`src/rtl/axi_lite_split_pkg.sv`:
```
// Shared types for the two-slave AXI4-Lite splitter: response codes, engine
// state encodings and channel payloads.
package axi_lite_split_pkg;

    localparam int unsigned DATA_W = 32;
    localparam int unsigned STRB_W = 4;
    localparam int unsigned PROT_W = 3;
    localparam int unsigned RESP_W = 2;

    typedef enum logic [RESP_W-1:0] {
        RESP_OKAY   = 2'b00,
        RESP_SLVERR = 2'b10,
        RESP_DECERR = 2'b11
    } axi_resp_e;

    typedef enum logic [1:0] {W_IDLE, W_FWD, W_WAITB, W_RESP} wr_state_e;
    typedef enum logic [1:0] {R_IDLE, R_FWD, R_WAITR, R_RESP} rd_state_e;

    typedef struct packed {
        logic [DATA_W-1:0] data;
        logic [STRB_W-1:0] strb;
    } axi_w_t;

    typedef struct packed {
        logic [DATA_W-1:0] data;
        logic [RESP_W-1:0] resp;
    } axi_r_t;

endpackage

```
`src/rtl/axi_lite_split_dec.sv`:
```
// Two-entry base/mask address decoder; slave 0 takes priority when both match.
module axi_lite_split_dec #(
    parameter int unsigned           ADDR_WIDTH = 32,
    parameter logic [ADDR_WIDTH-1:0] M0_BASE    = '0,
    parameter logic [ADDR_WIDTH-1:0] M0_MASK    = '0,
    parameter logic [ADDR_WIDTH-1:0] M1_BASE    = '0,
    parameter logic [ADDR_WIDTH-1:0] M1_MASK    = '0
) (
    input  logic [ADDR_WIDTH-1:0] addr,
    output logic                  hit_c,
    output logic                  sel_c
);

    logic hit0;
    logic hit1;

    assign hit0  = (addr & M0_MASK) == M0_BASE;
    assign hit1  = (addr & M1_MASK) == M1_BASE;
    assign hit_c = hit0 | hit1;
    assign sel_c = ~hit0 & hit1;

endmodule

```
`src/rtl/axi_lite_split2.sv`:
```
// AXI4-Lite 1-to-2 splitter with independent single-outstanding write and
// read engines; unmapped addresses complete locally with DECERR.
module axi_lite_split2
    import axi_lite_split_pkg::*;
#(
    parameter int unsigned           ADDR_WIDTH = 32,
    parameter logic [ADDR_WIDTH-1:0] M0_BASE    = ADDR_WIDTH'(32'h7C40_0000),
    parameter logic [ADDR_WIDTH-1:0] M0_MASK    = ADDR_WIDTH'(32'hFFFF_0000),
    parameter logic [ADDR_WIDTH-1:0] M1_BASE    = ADDR_WIDTH'(32'h4160_0000),
    parameter logic [ADDR_WIDTH-1:0] M1_MASK    = ADDR_WIDTH'(32'hFFFF_0000)
) (
    input  logic                  axi_aclk,
    input  logic                  axi_aresetn,
    input  logic                  s_axi_awvalid,
    output logic                  s_axi_awready,
    input  logic [ADDR_WIDTH-1:0] s_axi_awaddr,
    input  logic [PROT_W-1:0]     s_axi_awprot,
    input  logic                  s_axi_wvalid,
    output logic                  s_axi_wready,
    input  logic [DATA_W-1:0]     s_axi_wdata,
    input  logic [STRB_W-1:0]     s_axi_wstrb,
    output logic                  s_axi_bvalid,
    input  logic                  s_axi_bready,
    output logic [RESP_W-1:0]     s_axi_bresp,
    input  logic                  s_axi_arvalid,
    output logic                  s_axi_arready,
    input  logic [ADDR_WIDTH-1:0] s_axi_araddr,
    input  logic [PROT_W-1:0]     s_axi_arprot,
    output logic                  s_axi_rvalid,
    input  logic                  s_axi_rready,
    output logic [DATA_W-1:0]     s_axi_rdata,
    output logic [RESP_W-1:0]     s_axi_rresp,
    output logic                  m0_axi_awvalid,
    input  logic                  m0_axi_awready,
    output logic [ADDR_WIDTH-1:0] m0_axi_awaddr,
    output logic [PROT_W-1:0]     m0_axi_awprot,
    output logic                  m0_axi_wvalid,
    input  logic                  m0_axi_wready,
    output logic [DATA_W-1:0]     m0_axi_wdata,
    output logic [STRB_W-1:0]     m0_axi_wstrb,
    input  logic                  m0_axi_bvalid,
    output logic                  m0_axi_bready,
    input  logic [RESP_W-1:0]     m0_axi_bresp,
    output logic                  m0_axi_arvalid,
    input  logic                  m0_axi_arready,
    output logic [ADDR_WIDTH-1:0] m0_axi_araddr,
    output logic [PROT_W-1:0]     m0_axi_arprot,
    input  logic                  m0_axi_rvalid,
    output logic                  m0_axi_rready,
    input  logic [DATA_W-1:0]     m0_axi_rdata,
    input  logic [RESP_W-1:0]     m0_axi_rresp,
    output logic                  m1_axi_awvalid,
    input  logic                  m1_axi_awready,
    output logic [ADDR_WIDTH-1:0] m1_axi_awaddr,
    output logic [PROT_W-1:0]     m1_axi_awprot,
    output logic                  m1_axi_wvalid,
    input  logic                  m1_axi_wready,
    output logic [DATA_W-1:0]     m1_axi_wdata,
    output logic [STRB_W-1:0]     m1_axi_wstrb,
    input  logic                  m1_axi_bvalid,
    output logic                  m1_axi_bready,
    input  logic [RESP_W-1:0]     m1_axi_bresp,
    output logic                  m1_axi_arvalid,
    input  logic                  m1_axi_arready,
    output logic [ADDR_WIDTH-1:0] m1_axi_araddr,
    output logic [PROT_W-1:0]     m1_axi_arprot,
    input  logic                  m1_axi_rvalid,
    output logic                  m1_axi_rready,
    input  logic [DATA_W-1:0]     m1_axi_rdata,
    input  logic [RESP_W-1:0]     m1_axi_rresp
);

    // Write engine state; per-port valid/ready vectors are one-hot on the selected slave.
    wr_state_e               w_state_q, w_state_n;
    logic [ADDR_WIDTH-1:0]   aw_addr_q, aw_addr_n;
    logic [PROT_W-1:0]       aw_prot_q, aw_prot_n;
    axi_w_t                  w_pl_q, w_pl_n;
    logic                    aw_held_q, aw_held_n, w_held_q, w_held_n;
    logic                    w_sel_q, w_sel_n;
    logic                    awready_q, awready_n, wready_q, wready_n;
    logic [1:0]              m_awvalid_q, m_awvalid_n, m_wvalid_q, m_wvalid_n;
    logic [1:0]              m_bready_q, m_bready_n;
    logic                    bvalid_q, bvalid_n;
    logic [RESP_W-1:0]       bresp_q, bresp_n;

    // Read engine state.
    rd_state_e               r_state_q, r_state_n;
    logic [ADDR_WIDTH-1:0]   ar_addr_q, ar_addr_n;
    logic [PROT_W-1:0]       ar_prot_q, ar_prot_n;
    logic                    r_sel_q, r_sel_n;
    logic                    arready_q, arready_n;
    logic [1:0]              m_arvalid_q, m_arvalid_n, m_rready_q, m_rready_n;
    logic                    rvalid_q, rvalid_n;
    axi_r_t                  r_pl_q, r_pl_n;

    logic                    aw_fire, w_fire, ar_fire;
    logic [ADDR_WIDTH-1:0]   aw_dec_addr;
    logic                    aw_hit_c, aw_sel_c, ar_hit_c, ar_sel_c;

    assign aw_fire     = s_axi_awvalid & awready_q;
    assign w_fire      = s_axi_wvalid & wready_q;
    assign ar_fire     = s_axi_arvalid & arready_q;
    // Decode whichever address is current in the cycle AW and W become complete.
    assign aw_dec_addr = aw_fire ? s_axi_awaddr : aw_addr_q;

    axi_lite_split_dec #(
        .ADDR_WIDTH(ADDR_WIDTH), .M0_BASE(M0_BASE), .M0_MASK(M0_MASK),
        .M1_BASE(M1_BASE), .M1_MASK(M1_MASK)
    ) u_aw_dec (.addr(aw_dec_addr), .hit_c(aw_hit_c), .sel_c(aw_sel_c));

    axi_lite_split_dec #(
        .ADDR_WIDTH(ADDR_WIDTH), .M0_BASE(M0_BASE), .M0_MASK(M0_MASK),
        .M1_BASE(M1_BASE), .M1_MASK(M1_MASK)
    ) u_ar_dec (.addr(s_axi_araddr), .hit_c(ar_hit_c), .sel_c(ar_sel_c));

    // Write engine next-state and registered outputs.
    always_comb begin
        w_state_n   = w_state_q;
        aw_addr_n   = aw_addr_q;
        aw_prot_n   = aw_prot_q;
        w_pl_n      = w_pl_q;
        aw_held_n   = aw_held_q;
        w_held_n    = w_held_q;
        w_sel_n     = w_sel_q;
        awready_n   = awready_q;
        wready_n    = wready_q;
        m_awvalid_n = m_awvalid_q;
        m_wvalid_n  = m_wvalid_q;
        m_bready_n  = m_bready_q;
        bvalid_n    = bvalid_q;
        bresp_n     = bresp_q;
        case (w_state_q)
            W_IDLE: begin
                if (aw_fire) begin
                    aw_addr_n = s_axi_awaddr;
                    aw_prot_n = s_axi_awprot;
                end
                if (w_fire) begin
                    w_pl_n = '{data: s_axi_wdata, strb: s_axi_wstrb};
                end
                aw_held_n = aw_held_q | aw_fire;
                w_held_n  = w_held_q | w_fire;
                awready_n = ~aw_held_n;
                wready_n  = ~w_held_n;
                if (aw_held_n && w_held_n) begin
                    aw_held_n = 1'b0;
                    w_held_n  = 1'b0;
                    awready_n = 1'b0;
                    wready_n  = 1'b0;
                    if (aw_hit_c) begin
                        w_state_n   = W_FWD;
                        w_sel_n     = aw_sel_c;
                        m_awvalid_n = aw_sel_c ? 2'b10 : 2'b01;
                        m_wvalid_n  = aw_sel_c ? 2'b10 : 2'b01;
                    end else begin
                        w_state_n = W_RESP;
                        bvalid_n  = 1'b1;
                        bresp_n   = RESP_DECERR;
                    end
                end
            end
            W_FWD: begin
                m_awvalid_n = m_awvalid_q & ~{m1_axi_awready, m0_axi_awready};
                m_wvalid_n  = m_wvalid_q & ~{m1_axi_wready, m0_axi_wready};
                if (m_awvalid_n == 2'b00 && m_wvalid_n == 2'b00) begin
                    w_state_n  = W_WAITB;
                    m_bready_n = w_sel_q ? 2'b10 : 2'b01;
                end
            end
            W_WAITB: begin
                if ((m_bready_q & {m1_axi_bvalid, m0_axi_bvalid}) != 2'b00) begin
                    w_state_n  = W_RESP;
                    m_bready_n = 2'b00;
                    bvalid_n   = 1'b1;
                    bresp_n    = w_sel_q ? m1_axi_bresp : m0_axi_bresp;
                end
            end
            W_RESP: begin
                if (s_axi_bready) begin
                    w_state_n = W_IDLE;
                    bvalid_n  = 1'b0;
                    awready_n = 1'b1;
                    wready_n  = 1'b1;
                end
            end
            default: w_state_n = W_IDLE;
        endcase
    end

    // Read engine next-state and registered outputs.
    always_comb begin
        r_state_n   = r_state_q;
        ar_addr_n   = ar_addr_q;
        ar_prot_n   = ar_prot_q;
        r_sel_n     = r_sel_q;
        arready_n   = arready_q;
        m_arvalid_n = m_arvalid_q;
        m_rready_n  = m_rready_q;
        rvalid_n    = rvalid_q;
        r_pl_n      = r_pl_q;
        case (r_state_q)
            R_IDLE: begin
                arready_n = 1'b1;
                if (ar_fire) begin
                    arready_n = 1'b0;
                    ar_addr_n = s_axi_araddr;
                    ar_prot_n = s_axi_arprot;
                    if (ar_hit_c) begin
                        r_state_n   = R_FWD;
                        r_sel_n     = ar_sel_c;
                        m_arvalid_n = ar_sel_c ? 2'b10 : 2'b01;
                    end else begin
                        r_state_n = R_RESP;
                        rvalid_n  = 1'b1;
                        r_pl_n    = '{data: '0, resp: RESP_DECERR};
                    end
                end
            end
            R_FWD: begin
                m_arvalid_n = m_arvalid_q & ~{m1_axi_arready, m0_axi_arready};
                if (m_arvalid_n == 2'b00) begin
                    r_state_n  = R_WAITR;
                    m_rready_n = r_sel_q ? 2'b10 : 2'b01;
                end
            end
            R_WAITR: begin
                if ((m_rready_q & {m1_axi_rvalid, m0_axi_rvalid}) != 2'b00) begin
                    r_state_n  = R_RESP;
                    m_rready_n = 2'b00;
                    rvalid_n   = 1'b1;
                    r_pl_n     = r_sel_q ? '{data: m1_axi_rdata, resp: m1_axi_rresp}
                                         : '{data: m0_axi_rdata, resp: m0_axi_rresp};
                end
            end
            R_RESP: begin
                if (s_axi_rready) begin
                    r_state_n = R_IDLE;
                    rvalid_n  = 1'b0;
                    arready_n = 1'b1;
                end
            end
            default: r_state_n = R_IDLE;
        endcase
    end

    always_ff @(posedge axi_aclk or negedge axi_aresetn) begin
        if (!axi_aresetn) begin
            w_state_n_reset: begin end
            w_state_q   <= W_IDLE;
            aw_addr_q   <= '0;
            aw_prot_q   <= '0;
            w_pl_q      <= '0;
            aw_held_q   <= 1'b0;
            w_held_q    <= 1'b0;
            w_sel_q     <= 1'b0;
            awready_q   <= 1'b0;
            wready_q    <= 1'b0;
            m_awvalid_q <= 2'b00;
            m_wvalid_q  <= 2'b00;
            m_bready_q  <= 2'b00;
            bvalid_q    <= 1'b0;
            bresp_q     <= RESP_OKAY;
            r_state_q   <= R_IDLE;
            ar_addr_q   <= '0;
            ar_prot_q   <= '0;
            r_sel_q     <= 1'b0;
            arready_q   <= 1'b0;
            m_arvalid_q <= 2'b00;
            m_rready_q  <= 2'b00;
            rvalid_q    <= 1'b0;
            r_pl_q      <= '0;
        end else begin
            w_state_q   <= w_state_n;
            aw_addr_q   <= aw_addr_n;
            aw_prot_q   <= aw_prot_n;
            w_pl_q      <= w_pl_n;
            aw_held_q   <= aw_held_n;
            w_held_q    <= w_held_n;
            w_sel_q     <= w_sel_n;
            awready_q   <= awready_n;
            wready_q    <= wready_n;
            m_awvalid_q <= m_awvalid_n;
            m_wvalid_q  <= m_wvalid_n;
            m_bready_q  <= m_bready_n;
            bvalid_q    <= bvalid_n;
            bresp_q     <= bresp_n;
            r_state_q   <= r_state_n;
            ar_addr_q   <= ar_addr_n;
            ar_prot_q   <= ar_prot_n;
            r_sel_q     <= r_sel_n;
            arready_q   <= arready_n;
            m_arvalid_q <= m_arvalid_n;
            m_rready_q  <= m_rready_n;
            rvalid_q    <= rvalid_n;
            r_pl_q      <= r_pl_n;
        end
    end

    assign s_axi_awready  = awready_q;
    assign s_axi_wready   = wready_q;
    assign s_axi_bvalid   = bvalid_q;
    assign s_axi_bresp    = bresp_q;
    assign s_axi_arready  = arready_q;
    assign s_axi_rvalid   = rvalid_q;
    assign s_axi_rdata    = r_pl_q.data;
    assign s_axi_rresp    = r_pl_q.resp;

    // Payload fans out to both slaves; only the selected one ever sees a valid.
    assign m0_axi_awvalid = m_awvalid_q[0];
    assign m0_axi_awaddr  = aw_addr_q;
    assign m0_axi_awprot  = aw_prot_q;
    assign m0_axi_wvalid  = m_wvalid_q[0];
    assign m0_axi_wdata   = w_pl_q.data;
    assign m0_axi_wstrb   = w_pl_q.strb;
    assign m0_axi_bready  = m_bready_q[0];
    assign m0_axi_arvalid = m_arvalid_q[0];
    assign m0_axi_araddr  = ar_addr_q;
    assign m0_axi_arprot  = ar_prot_q;
    assign m0_axi_rready  = m_rready_q[0];

    assign m1_axi_awvalid = m_awvalid_q[1];
    assign m1_axi_awaddr  = aw_addr_q;
    assign m1_axi_awprot  = aw_prot_q;
    assign m1_axi_wvalid  = m_wvalid_q[1];
    assign m1_axi_wdata   = w_pl_q.data;
    assign m1_axi_wstrb   = w_pl_q.strb;
    assign m1_axi_bready  = m_bready_q[1];
    assign m1_axi_arvalid = m_arvalid_q[1];
    assign m1_axi_araddr  = ar_addr_q;
    assign m1_axi_arprot  = ar_prot_q;
    assign m1_axi_rready  = m_rready_q[1];

endmodule

```
`config.mk`:
```
export PLATFORM = sky130hd
export DESIGN_NAME = axi_lite_split2
export DESIGN_NICKNAME = d
export VERILOG_FILES = /design/src/rtl/axi_lite_split_pkg.sv /design/src/rtl/axi_lite_split_dec.sv /design/src/rtl/axi_lite_split2.sv
export SDC_FILE = /design/constraint.sdc
export NUM_CORES = 1
export LEC_CHECK = 0
export CAP_MARGIN = 20
export CORE_AREA = 2 2 179 181
export CTS_BUF_LIST = sky130_fd_sc_hd__clkbuf_2 sky130_fd_sc_hd__clkbuf_4 sky130_fd_sc_hd__clkbuf_8
export DETAILED_ROUTE_END_ITERATION = 8
export DIE_AREA = 0 0 181 183
export GPL_TIMING_DRIVEN = 1
export SYNTH_ARGS = -nofsm -noshare
export SYNTH_HDL_FRONTEND = slang
export SYNTH_SLANG_ARGS = --single-unit
```
`constraint.sdc`:
```
create_clock -name axi_aclk -period 2.7 [get_ports axi_aclk]
set_input_delay 0.54 -clock axi_aclk [delete_from_list [all_inputs] [get_ports axi_aclk]]
set_output_delay 0.54 -clock axi_aclk [all_outputs]
set_load 0.02 [all_outputs]
```
==> key figures <==
Clock network
  • Post-CTS sizing: 0
  • Post-CTS Setup Repair Bufs: 0
  • Clock tree sinks: 165
  • Clock tree buffer depth: 2
  • Hold buffers post-CTS: 0
  • TritonCTS Buffers: 17
  • Clk slew on worst S/H paths: 0.10 ns
  • CTS root buffer: clkbuf_8
  • CTS tree: done
  • Clk Latency, worst-skew pair: ~0.45 ns
  • CTS H-tree depth: 4

Timing
  • Fin. Hold Viols: 0
  • Fin crit share: 83.1%
  • Max Clock Skew: 0.0241 ns
  • RSZ-0062 raised after global routing: false
  • Max-slew violations: 0
  • Slew headroom: 28.6%
  • FMAX: ~0.45 GHz
  • Final worst path period need: approximately 2.2 ns
  • Actual slew at the worst max-slew pin: approximately 1.1 ns
  • Final setup vio count: 0

Drt
  • Via density: 4.36
  • Vias: 6,295
  • Residual DRC: 0
  • Remaining antenna violation count: 0
  • Final WL: 25,800 um
  • DR pass1 iterations: 5
  • First DRT Iteration DRCs: between 200 and 250
  • Wire per inst: 17.9 um

Flow run
  • Max-Cap Viols: 0

Floorplan
  • Die height: between 150 and 200 um
  • Std cell rows: 65
  • I/O Pins: around 460
  • Core ar.: 31,200 um^2
  • Total die area: 33,100 um^2
  • Chip width: 181 um
  • Initial Util: 26.1%

Pwr
  • Maximum vdd drop: roughly 0.57 mV
  • Cell area power density: between 1000 and 1500 nW/um^2
  • Leakage: roughly 5.2 nW
  • Total power: 0.0163 W

Synthesis
  • Complex-gate fraction of the synthesized area: 5.52%
  • Post-Synth XOR/XNOR Area: 0%
  • Synth Flop Type: dfrtp_1
  • Largest family of logic cells by synthesized area: multiplexers
  • Synth Area in Simple Gates: 6.98%
  • Syn Inst Count: between 600 and 700
  • Distinct cells, synth: 56
  • Mux cell area share after synthesis: 23.7%
  • EDFF count, synth: 0
  • Synth Warn #: 0
  • Cell Area, Synth: 8140 um^2
  • Largest area contributor in the netlist: dfrtp_1
  • Syn_nets: about 870
  • Synth Area in Adders: ~1.2%
  • Top cell type's share of synthesized area: 50.7%
  • Ys async rst share: 100%
  • Synth top area cells: dfrtp_1 (51%), mux2_2 (19%), buf_4 (10%)
  • Avg Inst Size Synth: roughly 12 um^2
  • Sequential fraction of the synthesis area: between 50% and 60%
  • Synth Register Bits: between 150 and 200

Global routing
  • Initial antenna violation count: 0
  • Gr ovfl total: 0
  • Largest net degree at the start of global routing: 63
  • Vias in the first global route: 6,447
  • GRT Util Overall: 15.0%
  • First-pass GRT wire length: 38,400 um

Layout
  • Ant diodes: 0
  • Layout area overhead: 59.0%
  • Fillcell total: 3,031
  • Finished Layout Cells: 1,444
  • Layout Nets: 1,232
  • Share of layout cells above drive strength 1: between 10% and 20%

Critical path
  • FF-to-FF End: s_axi_rdata[30]$_DFFE_PN0P_
  • Reg2Reg Setup Slack: 0.46 ns
  • CP endpoint: s_axi_rdata[30]$_DFFE_PN0P_
  • Worst Path Required: 3.02 ns
  • Crit Path Class: reg -> reg
  • CP Cell Sequence: inv_1, ha_1, clkinv_1, a221o_1, nand2_2, buf_4, mux2_2
  • Crit. End Element: register
  • Crit path from: r_state_q[0]$_DFFE_PN0P_
  • CP arrival: 2.57 ns
  • Startpoint types: register
  • Worst reg2reg path depth: 7
  • Crit-path max FO: 11
  • R2R Path Start: r_state_q[0]$_DFFE_PN0P_
  • Slowest library cell on the worst path: dfrtp_1
  • Delay of the slowest critical-path stage: 0.42 ns

Min path
  • Worst hold path class: in -> async

Placed design
  • Port Buf Inserts: 457
  • DP Cell Count: 1,412
  • RePlAce Congestion: around 0.78
  • DP HPWL: 20,000 um

Status
  • Status: finished, final reports clean
-- synthesized netlist by cell type, drive strengths merged, types with 2 or more instances --
cell       n
nand4      6
a2bb2oi    2
nand3     12
clkbuf    11
mux2     139
and2       2
or3        7
nand2b     3
mux2i     36
inv       14
and3       2
a221oi     2
o22a       2
o22ai      4
nor3       4
nor4b      5
a21oi     11
a41oi      2
buf      119
nand3b     4
o211ai     5
nor4       2
dfrtp    165
o21ai     15
ha         8
nor2      40
nand2     19
a21o       3
a21boi     2
nor2b      3
-- metrics by stage --
stage / TNS (ns) / utilization (%) / hold slack, ns / setup slack (ns) / area (um^2)
floorplan: 0 / - / 0.244 / 0.653 / 8140
global placement: -0.227 / 40.2 / 0.488 / -0.0225 / 12500
detailed placement: -0.819 / 40.2 / 0.491 / -0.0500 / 12500
CTS: 0 / 41.4 / 0.0661 / 0.377 / 12900
global route: 0 / 41.4 / 0.0825 / 0.337 / 12900
finish: 0 / 41.4 / 0.0854 / 0.456 / 12900
-- cells by family (layout without fill, tap and decap cells) --
kind of cell | count (synthesis) | after routing
simple gates | 111 | 111
flops | 165 | 165
mux | 175 | 175
buf+inv | 145 | 524
fa+ha+maj | 8 | 8
compound gates | 59 | 59
-- cells in the final DEF, fill, tap and decap left out, types with 2 or more instances in the layout --
cell,instances
clkdlybuf4s50_1,456
nand3_2,2
clkbuf_8,18
ha_1,8
inv_1,14
a21o_1,3
nor2_1,40
or3_1,6
a41oi_1,2
mux2i_1,36
clkinv_4,4
nor4_1,2
nand2_1,18
nor4b_1,5
nor3_1,3
nand4_1,6
dfrtp_1,164
nand3_1,10
o22a_1,2
o21ai_0,14
buf_12,6
o22ai_1,4
a2bb2oi_2,2
a21oi_1,10
buf_4,14
mux2_2,139
o211ai_1,4
nand2b_1,3
nor2b_1,3
a21boi_0,2
nand3b_1,4
inv_6,4
-- worst min path at each step --
stage	cells after the start	slack (ns)	startpoint	end
detailed placement	1	0.49	s_axi_rdata[16]$_DFFE_PN0P_	s_axi_rdata[16]$_DFFE_PN0P_
floorplan	0	0.24	axi_aresetn	aw_held_q$_DFFE_PN0P_
global route	1	0.08	axi_aresetn	m0_axi_awaddr[17]$_DFFE_PN0P_
CTS	1	0.07	axi_aresetn	m0_axi_awaddr[17]$_DFFE_PN0P_
finish	1	0.09	axi_aresetn	m0_axi_awaddr[17]$_DFFE_PN0P_
global placement	1	0.49	s_axi_rdata[13]$_DFFE_PN0P_	s_axi_rdata[13]$_DFFE_PN0P_
-- power breakdown --
part	switching, W	internal [W]
Combinational	0.00463	0.00502
Clock	0.00104	0.000796
Sequential	0.00112	0.00367
-- routing by layer --
layer / routed length, um / track usage (%)
met2: 13300 / 26.9
met4: 338 / 4.13
met5: 0 / 0
met3: 1670 / 3.91
met1: 10500 / 17.9
-- critical path: cells and delay by family, from the launching register on --
family / cells / cell delay (ns)
AOI/OAI and AO/OA: 1 / 0.41
muxes: 1 / 0.35
and+or+nand+nor: 1 / 0.13
buffers and inverters: 3 / 0.50
DFF: 1 / 0.42
adders and majority gates: 1 / 0.31
-- cell type report --
| cell class | count | area [um^2] | area share (%) |
|---|---|---|---|
| clock buffer | 19 | 255 | 1.97 |
| clock inverter | 13 | 140 | 1.08 |
| inverter | 15 | 56.3 | 0.435 |
| multi-input combinational | 353 | 3050 | 23.6 |
| sequential | 165 | 4130 | 31.9 |
| tap | 402 | 503 | 3.89 |
| timing repair buffer | 477 | 4800 | 37.1 |
-- state kept, by name, summed over array words and instances, names as in the netlist, 3 cells and up --
| register | cells |
|---|---|
| m0_axi_awaddr | 32 |
| m0_axi_wstrb | 4 |
| m0_axi_wdata | 32 |
| s_axi_rdata | 32 |
| m0_axi_awprot | 3 |
| m0_axi_araddr | 32 |
| m0_axi_arprot | 3 |
Power figures use the tool's default switching activity.
